### src/rtl/memory_to_dram.sv
// rtl/memory_to_dram.sv - unpacks wide BRAM words into an MSB-first narrow DRAM stream
module memory_to_dram #(
    parameter int DATA_IN_BITWIDTH  = 163,
    parameter int DATA_OUT_BITWIDTH = 8,
    parameter int ADDR_BITWIDTH     = 10,
    parameter int COUNT_BITWIDTH    = ADDR_BITWIDTH + 1
) (
    input  logic                         clk_i,
    input  logic                         mem_to_dram_rst_n_i,
    input  logic                         start_i,
    input  logic [ADDR_BITWIDTH-1:0]     base_addr_i,
    input  logic [COUNT_BITWIDTH-1:0]    word_count_i,
    output logic                         memory_read_enable_o,
    output logic [ADDR_BITWIDTH-1:0]     memory_addr_o,
    input  logic [DATA_IN_BITWIDTH-1:0]  memory_data_i,
    output logic [DATA_OUT_BITWIDTH-1:0] data_out_o,
    output logic                         data_valid_o,
    input  logic                         data_ready_i,
    output logic                         busy_o,
    output logic                         done_o
);
    localparam int DIV_CEILING        = (DATA_IN_BITWIDTH + DATA_OUT_BITWIDTH - 1) / DATA_OUT_BITWIDTH;
    localparam int DATA_ACCU_BITWIDTH = DATA_OUT_BITWIDTH * DIV_CEILING;
    localparam int PAD_BITWIDTH       = DATA_ACCU_BITWIDTH - DATA_IN_BITWIDTH;
    localparam int SLICE_BITWIDTH     = $clog2(DIV_CEILING + 1);
    localparam logic [SLICE_BITWIDTH-1:0] LAST_SLICE = SLICE_BITWIDTH'(DIV_CEILING - 1);

    typedef enum logic [2:0] {
        S_IDLE,
        S_FETCH,
        S_WAIT_DATA,
        S_SEND,
        S_DONE
    } state_t;

    state_t                        state_q, state_d;
    logic [ADDR_BITWIDTH-1:0]      addr_q, addr_d;
    logic [COUNT_BITWIDTH-1:0]     remaining_q, remaining_d;
    logic [DATA_ACCU_BITWIDTH-1:0] shift_q, shift_d;
    logic [SLICE_BITWIDTH-1:0]     slice_q, slice_d;
    logic                          handshake;
    logic                          last_slice;

    // Outputs are decoded from state, so ready only ever influences the next state.
    assign handshake  = (state_q == S_SEND) && data_ready_i;
    assign last_slice = handshake && (slice_q == LAST_SLICE);

    always_ff @(posedge clk_i or negedge mem_to_dram_rst_n_i) begin
        if (!mem_to_dram_rst_n_i) begin
            state_q     <= S_IDLE;
            addr_q      <= '0;
            remaining_q <= '0;
            shift_q     <= '0;
            slice_q     <= '0;
        end else begin
            state_q     <= state_d;
            addr_q      <= addr_d;
            remaining_q <= remaining_d;
            shift_q     <= shift_d;
            slice_q     <= slice_d;
        end
    end

    always_comb begin
        state_d = state_q;
        case (state_q)
            S_IDLE: begin
                if (start_i) begin
                    state_d = (word_count_i != '0) ? S_FETCH : S_DONE;
                end
            end
            S_FETCH:     state_d = S_WAIT_DATA;
            S_WAIT_DATA: state_d = S_SEND;
            S_SEND: begin
                if (last_slice) begin
                    state_d = (remaining_q == COUNT_BITWIDTH'(1)) ? S_DONE : S_FETCH;
                end
            end
            S_DONE:      state_d = S_IDLE;
            default:     state_d = S_IDLE;
        endcase
    end

    always_comb begin
        addr_d      = addr_q;
        remaining_d = remaining_q;
        shift_d     = shift_q;
        slice_d     = slice_q;
        case (state_q)
            S_IDLE: begin
                if (start_i && (word_count_i != '0)) begin
                    addr_d      = base_addr_i;
                    remaining_d = word_count_i;
                end
            end
            S_WAIT_DATA: begin
                // Zero pad lands at the LSB end so the last slice carries it.
                shift_d = DATA_ACCU_BITWIDTH'(memory_data_i) << PAD_BITWIDTH;
                slice_d = '0;
            end
            S_SEND: begin
                if (handshake) begin
                    shift_d = shift_q << DATA_OUT_BITWIDTH;
                    slice_d = slice_q + SLICE_BITWIDTH'(1);
                end
                if (last_slice) begin
                    remaining_d = remaining_q - COUNT_BITWIDTH'(1);
                    addr_d      = addr_q + ADDR_BITWIDTH'(1);
                end
            end
            default: ;
        endcase
    end

    always_comb begin
        memory_read_enable_o = 1'b0;
        memory_addr_o        = '0;
        data_out_o           = '0;
        data_valid_o         = 1'b0;
        busy_o               = 1'b0;
        done_o               = 1'b0;
        case (state_q)
            S_FETCH: begin
                memory_read_enable_o = 1'b1;
                memory_addr_o        = addr_q;
                busy_o               = 1'b1;
            end
            S_WAIT_DATA: busy_o = 1'b1;
            S_SEND: begin
                data_valid_o = 1'b1;
                data_out_o   = shift_q[DATA_ACCU_BITWIDTH-1 -: DATA_OUT_BITWIDTH];
                busy_o       = 1'b1;
            end
            S_DONE:  done_o = 1'b1;
            default: ;
        endcase
    end
endmodule

### config.mk
export PLATFORM = sky130hd
export DESIGN_NAME = memory_to_dram
export DESIGN_NICKNAME = d
export VERILOG_FILES = /design/src/rtl/memory_to_dram.sv
export SDC_FILE = /design/constraint.sdc
export NUM_CORES = 1
export LEC_CHECK = 0
export ABC_AREA = 1
export CELL_PAD_IN_SITES_DETAIL_PLACEMENT = 2
export CELL_PAD_IN_SITES_GLOBAL_PLACEMENT = 2
export CORE_ASPECT_RATIO = 0.9
export CORE_MARGIN = 3
export CORE_UTILIZATION = 33
export DETAILED_ROUTE_END_ITERATION = 8
export PLACE_DENSITY_LB_ADDON = 0.1
export SLEW_MARGIN = 0
export SYNTH_ARGS = -nofsm -noshare
export SYNTH_HDL_FRONTEND = slang
export SYNTH_SLANG_ARGS = --single-unit
### constraint.sdc
create_clock -name clk_i -period 2.3 [get_ports clk_i]
set_clock_uncertainty 0.15 [all_clocks]
set_input_delay 0.46 -clock clk_i [delete_from_list [all_inputs] [get_ports clk_i]]
set_output_delay 0.46 -clock clk_i [all_outputs]
set_load 0.02 [all_outputs]
==> summary.md, run 1 <==
| Metric | Value |
|---|---|
| Maximum fanout count along the critical path | 6 |
| Final WS setup | 0.0680 ns |
| Setup violators final | 0 |
| Total Nets Final | 1613 |
| Routed Wire Length | 33500 um |
| Number of distinct library cells after synthesis | 28 |
| Wire length of the first global-routing pass | 54500 um |
| Worst Hold Class | in -> async |
| Setup slack, reg-to-reg | 0.12 ns |
| Highest-count cells in the layout ignoring fill and taps | nand2_1, inv_1, dfrtp_1 |
| Via count of the first global-routing pass | 9962 |
| Finished Core Util | 0.436 |
| Slew at the pin closest to its max-slew limit | 0.657 ns |
| Clock edge transition at the registers on the reported setup and hold paths | 0.07 ns |
| Predominant post-synthesis flop cell | dfrtp_1 |
| Number of antenna violations at the first check in global routing | 5 |
| Final worst path period share | 0.970 |
| Die span in y | 182 um |
| Worst Reg-to-Reg Cells | 11 |
| Gate count after technology mapping | 1220 |
| DP Cell Count | 1850 |
| Core area | 33500 um^2 |
| Synthesized area | 11400 um^2 |
| TritonCTS Sinks | 192 |
| Clock latency on the worst-skew pair | 0.44 ns |
| Start-to-end type of the worst setup path | reg -> out |
| Data arrival time of the critical path | 1.62 ns |
| 1st-iter DRT viols | 263 |
| Critical Path End Type | output port |
| Maximum operating frequency | 448 MHz |
| Post-route total power | 22.0 mW |
| Total via count in the routed design | 8945 |
| Sequential share of the synthesized area | 0.422 |
| Pleak | 6.55 nW |
| Worst max-slew margin expressed relative to the limit | 0.562 |
| Port Buf Inserts | 209 |
| Proportion of synthesized flip-flops having asynchronous set or reset | 1.00 |
| DRC | 0 |
| Peak supply drop | 0.897 mV |
| Power Density | 1510 nW/um^2 |
| Outcome | completed |
| Antenna diode instance count | 0 |
| GR Overflow Total | 0 |
| Global Route Usage Sum | 0.184 |
| Pin count of the biggest net entering global routing | 117 |
| P&R area growth vs syn | 28.4% |
| Most common library cell in the layout ignoring fill and taps | nand2_1 |
| Final Critical Period | 2.23 ns |
| Count of antenna-violating nets left after detailed routing | 0 |
| H-tree depth | 4 |
| Placer congestion estimate | 0.742 |
| Cell Count, Final, Fillers Out | 1886 |
| R2R Path End | shift_q[111]$_DFFE_PN0P_ |
| Maximum buffer depth of the clock tree | 2 |
| Launch point of the worst reg-to-reg path | state_q[2]$_DFFE_PN0P_ |
| FP Rows | 63 |
| Count of pins over their slew limit | 0 |
| Initial core utilization | 0.340 |
| CTS root buffer | clkbuf_16 |
| Wire length per cell | 17.8 um |
| Post-synthesis area per instance | 9.33 um^2 |
| Share of final-layout standard cells stronger than drive strength 1 | 0.298 |
| Final HPWL from detailed placement | 24400 um |
| Clock buffer count from CTS | 17 |
| Number of hold violations in the final report | 0 |
| Top Ports | 210 |
| Synthesized net count | 1413 |
| Number of flops mapped to enable cells by yosys | 0 |
| Number of synthesized register bits | 192 |
| DP Worst Slack | -0.00937 ns |
| Max-cap violations | 0 |
| Clock tree from TritonCTS | done |
| Routed vias/inst | 4.74 |
| Worst Path Required | 1.69 ns |
| Die Width | 202 um |
| Synthesis warning total | 0 |
| Most area-consuming cells after synthesis | dfrtp_1, o211ai_2, o21ai_2, nand2_1, inv_1 |
| Share of the synthesized area in the top cell type | 0.422 |
| Die area | 36800 um^2 |
| Startpoint Class | flop |
| Synth area leader | dfrtp_1 |
| Number of optimization iterations in the first detailed-route pass | 4 |
metrics by stage:
step / TNS [ns] / cell area (um^2) / hold WS (ns)
final: 0 / 14600 / 0.263
after global placement: 0 / 13900 / 0.147
after detailed placement: -0.0200 / 13900 / 0.146
after global routing: -0.0294 / 14600 / 0.259
after CTS: -0.0235 / 14600 / 0.243
after floorplan: 0 / 11400 / 0.0144
logic make-up after synthesis:
logic type | after synthesis | synth area share
XOR/XNOR | 2 | 0.00154
adder cells (fa/ha/maj) | 5 | 0.00549
AO/OA/AOI/OAI | 340 | 0.303
flip-flops | 192 | 0.422
AND/OR/NAND/NOR | 395 | 0.138
buffers and inverters | 286 | 0.130
report_power, final:
group | internal [mW] | switching (mW) | total (mW)
logic | 4.91 | 8.17 | 13.1
registers | 5.09 | 0.634 | 5.73
clock network | 1.85 | 1.38 | 3.23
total | 11.9 | 10.2 | 22.0
cell type report:
type	instances	area (um^2)
fillers	3699	18900
multi-input cells	743	5140
flip-flops and latches	192	4810
repair buffers	259	2690
inverters	207	790
well taps	455	569
clock buffers	19	443
clock inverters	11	179
flip-flops by register name, indices dropped and copies added, names as in the netlist:
name	count
shift_q	163
state_q	3
addr_q	10
slice_q	5
remaining_q	11
critical path, stage by stage (launching register included):
cell,delay (ns)
dfrtp_1,0.39
inv_2,0.09
buf_4,0.15
nand3_4,0.16
nor2_1,0.13
clkdlybuf4s15_2,0.27
Yosys cell counts, types with 5 or more instances:
library cell	count
o211ai_2	155
o21ai_0	24
o21ai_2	156
buf_8	7
buf_4	5
dfrtp_1	192
inv_1	201
buf_2	35
nor2_1	48
buf_6	11
ha_1	5
buf_12	11
nand3_1	32
nand2_1	304
clkbuf_1	10
inv_2	5
routing by layer:
layer | up-vias | share of wire | GRT usage
met1 | 4424 | 0.45 | 0.242
li1 | 4362 | - | -
met4 | 10 | 0.0065 | 0.0321
met5 | - | 0.0021 | 0
met3 | 25 | 0.040 | 0.0421
met2 | 124 | 0.50 | 0.315
how the worst max path moves through the flow:
| stage | from | endpoint | cells after the start |
|---|---|---|---|
| 5_1_grt | state_q[1]$_DFFE_PN0P_ | done_o | 4 |
| 3_3_place_gp | state_q[2]$_DFFE_PN0P_ | memory_addr_o[1] | 6 |
| 2_1_floorplan | state_q[2]$_DFFE_PN0P_ | memory_addr_o[0] | 6 |
| 4_1_cts | state_q[2]$_DFFE_PN0P_ | data_out_o[5] | 5 |
| 6_report | state_q[2]$_DFFE_PN0P_ | data_out_o[0] | 5 |
| 3_5_place_dp | word_count_i[4] | addr_q[2]$_DFFE_PN0P_ | 9 |
timing repair:
action,4_1_cts,5_1_grt
setup endpoints to repair,22,50
gates cloned,0,1
hold buffers,1,0
hold endpoints to repair,149,0
resized for setup,62,15
buffers inserted,1,3
Note: power is estimated with default switching activity, not from simulation.
==> run 2: changes to the inputs <==
--- a/config.mk
+++ b/config.mk
@@ -13,6 +13,7 @@
 export CORE_UTILIZATION = 33
 export DETAILED_ROUTE_END_ITERATION = 8
 export PLACE_DENSITY_LB_ADDON = 0.1
+export RECOVER_POWER = 25
 export SLEW_MARGIN = 0
 export SYNTH_ARGS = -nofsm -noshare
 export SYNTH_HDL_FRONTEND = slang
==> summary.md, run 2 (synthesis results as in run 1) <==
| Metric | Value |
|---|---|
| Number of hold violations in the final report | 0 |
| H-tree depth | 4 |
| Startpoint Class | flop |
| Final WS setup | 0.0644 ns |
| Area of combinational cells with multiple inputs | 5140 um^2 |
| Power Density | 1510 nW/um^2 |
| Worst Path Required | 1.69 ns |
| DP Worst Slack | -0.00937 ns |
| Critical Path End Type | output port |
| Initial core utilization | 0.340 |
| Placer congestion estimate | 0.742 |
| Worst max-slew margin expressed relative to the limit | 0.356 |
| Data arrival time of the critical path | 1.63 ns |
| Via count of the first global-routing pass | 9962 |
| Final Critical Period | 2.24 ns |
| Total via count in the routed design | 8964 |
| Max FFs per register | 163 |
| Die Width | 202 um |
| Peak supply drop | 0.897 mV |
| Maximum buffer depth of the clock tree | 2 |
| Met2 routing resource usage after global routing | 0.315 |
| Met3 GRT Util | 0.0421 |
| Die area | 36800 um^2 |
| Pin count of the biggest net entering global routing | 117 |
| Highest-count cells in the layout ignoring fill and taps | nand2_1, inv_1, dfrtp_1 |
| Core area | 33500 um^2 |
| Clock tree from TritonCTS | done |
| Wire length of the first global-routing pass | 54500 um |
| Share of final-layout standard cells stronger than drive strength 1 | 0.298 |
| Fillers | 3704 |
| DRC | 0 |
| 1st-iter DRT viols | 257 |
| DP Cell Count | 1850 |
| Setup violators final | 0 |
| Area used by sequential logic in the layout | 4810 um^2 |
| Clock buffer count from CTS | 17 |
| Maximum fanout count along the critical path | 6 |
| Die span in y | 182 um |
| Routed vias/inst | 4.75 |
| Outcome | completed |
| Number of optimization iterations in the first detailed-route pass | 4 |
| Total Nets Final | 1613 |
| Routed Wire Length | 33600 um |
| Most common library cell in the layout ignoring fill and taps | nand2_1 |
| Final HPWL from detailed placement | 24400 um |
| Number of antenna violations at the first check in global routing | 5 |
| TritonCTS Sinks | 192 |
| Port Buf Inserts | 209 |
| Top Ports | 210 |
| Largest Register | shift_q |
| Count of pins over their slew limit | 0 |
| Global Route met1 Usage | 0.242 |
| Setup slack, reg-to-reg | 0.12 ns |
| CTS root buffer | clkbuf_16 |
| Wire length per cell | 17.8 um |
| GR Overflow Total | 0 |
| Maximum operating frequency | 447 MHz |
| P&R area growth vs syn | 28.1% |
| Pleak | 6.54 nW |
| Antenna diode instance count | 0 |
| Count of antenna-violating nets left after detailed routing | 0 |
| Start-to-end type of the worst setup path | reg -> out |
| Most utilized layer in the global route result | met2 |
| Registers with the most flip-flops | shift_q (163), remaining_q (11), addr_q (10) |
| Slew at the pin closest to its max-slew limit | 0.965 ns |
| Global Route Usage Sum | 0.184 |
| FP Rows | 63 |
| Cell Count, Final, Fillers Out | 1886 |
| Max-cap violations | 0 |
| Final worst path period share | 0.972 |
| Worst Hold Class | in -> async |
| Clock edge transition at the registers on the reported setup and hold paths | 0.07 ns |
| Clock latency on the worst-skew pair | 0.44 ns |
## run 2: cell count changes in the layout (fill, tap and decap cells not counted), sizes merged
| cell | previous run | this run |
|---|---|---|
| buf | 56 | 54 |
| clkbuf | 20 | 22 |
## run 2: worst max-delay path, stage by stage (launching register included)
cell	delay, ns
dfrtp_1	0.39
inv_2	0.09
buf_4	0.15
nand3_4	0.16
nor2_1	0.13
clkdlybuf4s15_2	0.27
## run 2: area by class of cell
cell class,instances,area share
inverters,207,0.0541
well taps,455,0.0390
clock inverters,11,0.0123
multi-input cells,743,0.353
flip-flops and latches,192,0.330
clock buffers,19,0.0304
repair buffers,259,0.182
## run 2: power by group
| group | total, mW | switching (mW) | internal, mW |
|---|---|---|---|
| sequential | 5.73 | 0.634 | 5.09 |
| clock | 3.23 | 1.38 | 1.85 |
| combinational | 13.1 | 8.18 | 4.90 |
## run 2: repair_timing
| item | CTS | global route |
|---|---|---|
| gates cloned | 0 | 1 |
| resized for setup | 62 | 15 |
| endpoints found under the hold margin | 149 | 0 |
| setup buffers | 1 | 3 |
| setup endpoints to repair | 22 | 50 |
| hold buffers | 1 | 0 |
## run 2: worst paths after layout
check,start,endpoint,depth (start not counted)
worst min register to register,remaining_q[1]$_DFFE_PN0P_,remaining_q[1]$_DFFE_PN0P_,2
max in group asynchronous,mem_to_dram_rst_n_i,shift_q[43]$_DFFE_PN0P_,3
worst max register to register,state_q[2]$_DFFE_PN0P_,shift_q[111]$_DFFE_PN0P_,11
worst max-delay path,state_q[2]$_DFFE_PN0P_,data_out_o[0],5
worst min-delay path,mem_to_dram_rst_n_i,shift_q[103]$_DFFE_PN0P_,2
min in group clk_i,remaining_q[1]$_DFFE_PN0P_,remaining_q[1]$_DFFE_PN0P_,2
## run 2: metrics by stage
stage	power (mW)	util	setup TNS, ns	instance area, um^2	hold slack [ns]
6_report	22.0	0.435	0	14600	0.349
4_1_cts	22.4	0.436	-0.0235	14600	0.243
3_5_place_dp	19.0	0.416	-0.0200	13900	0.146
5_1_grt	24.1	0.435	-0.0294	14600	0.365
2_1_floorplan	16.0	-	0	11400	0.0144
3_3_place_gp	18.5	0.416	0	13900	0.147
## run 2: routing by layer
layer  wire [um]  part of all wire  vias to the layer above
met4         218            0.0065                       10
met1       15200              0.45                     4439
met3        1350             0.040                       25
met2       16800              0.50                      131
met5          69            0.0021                        -
li1            -                 -                     4359
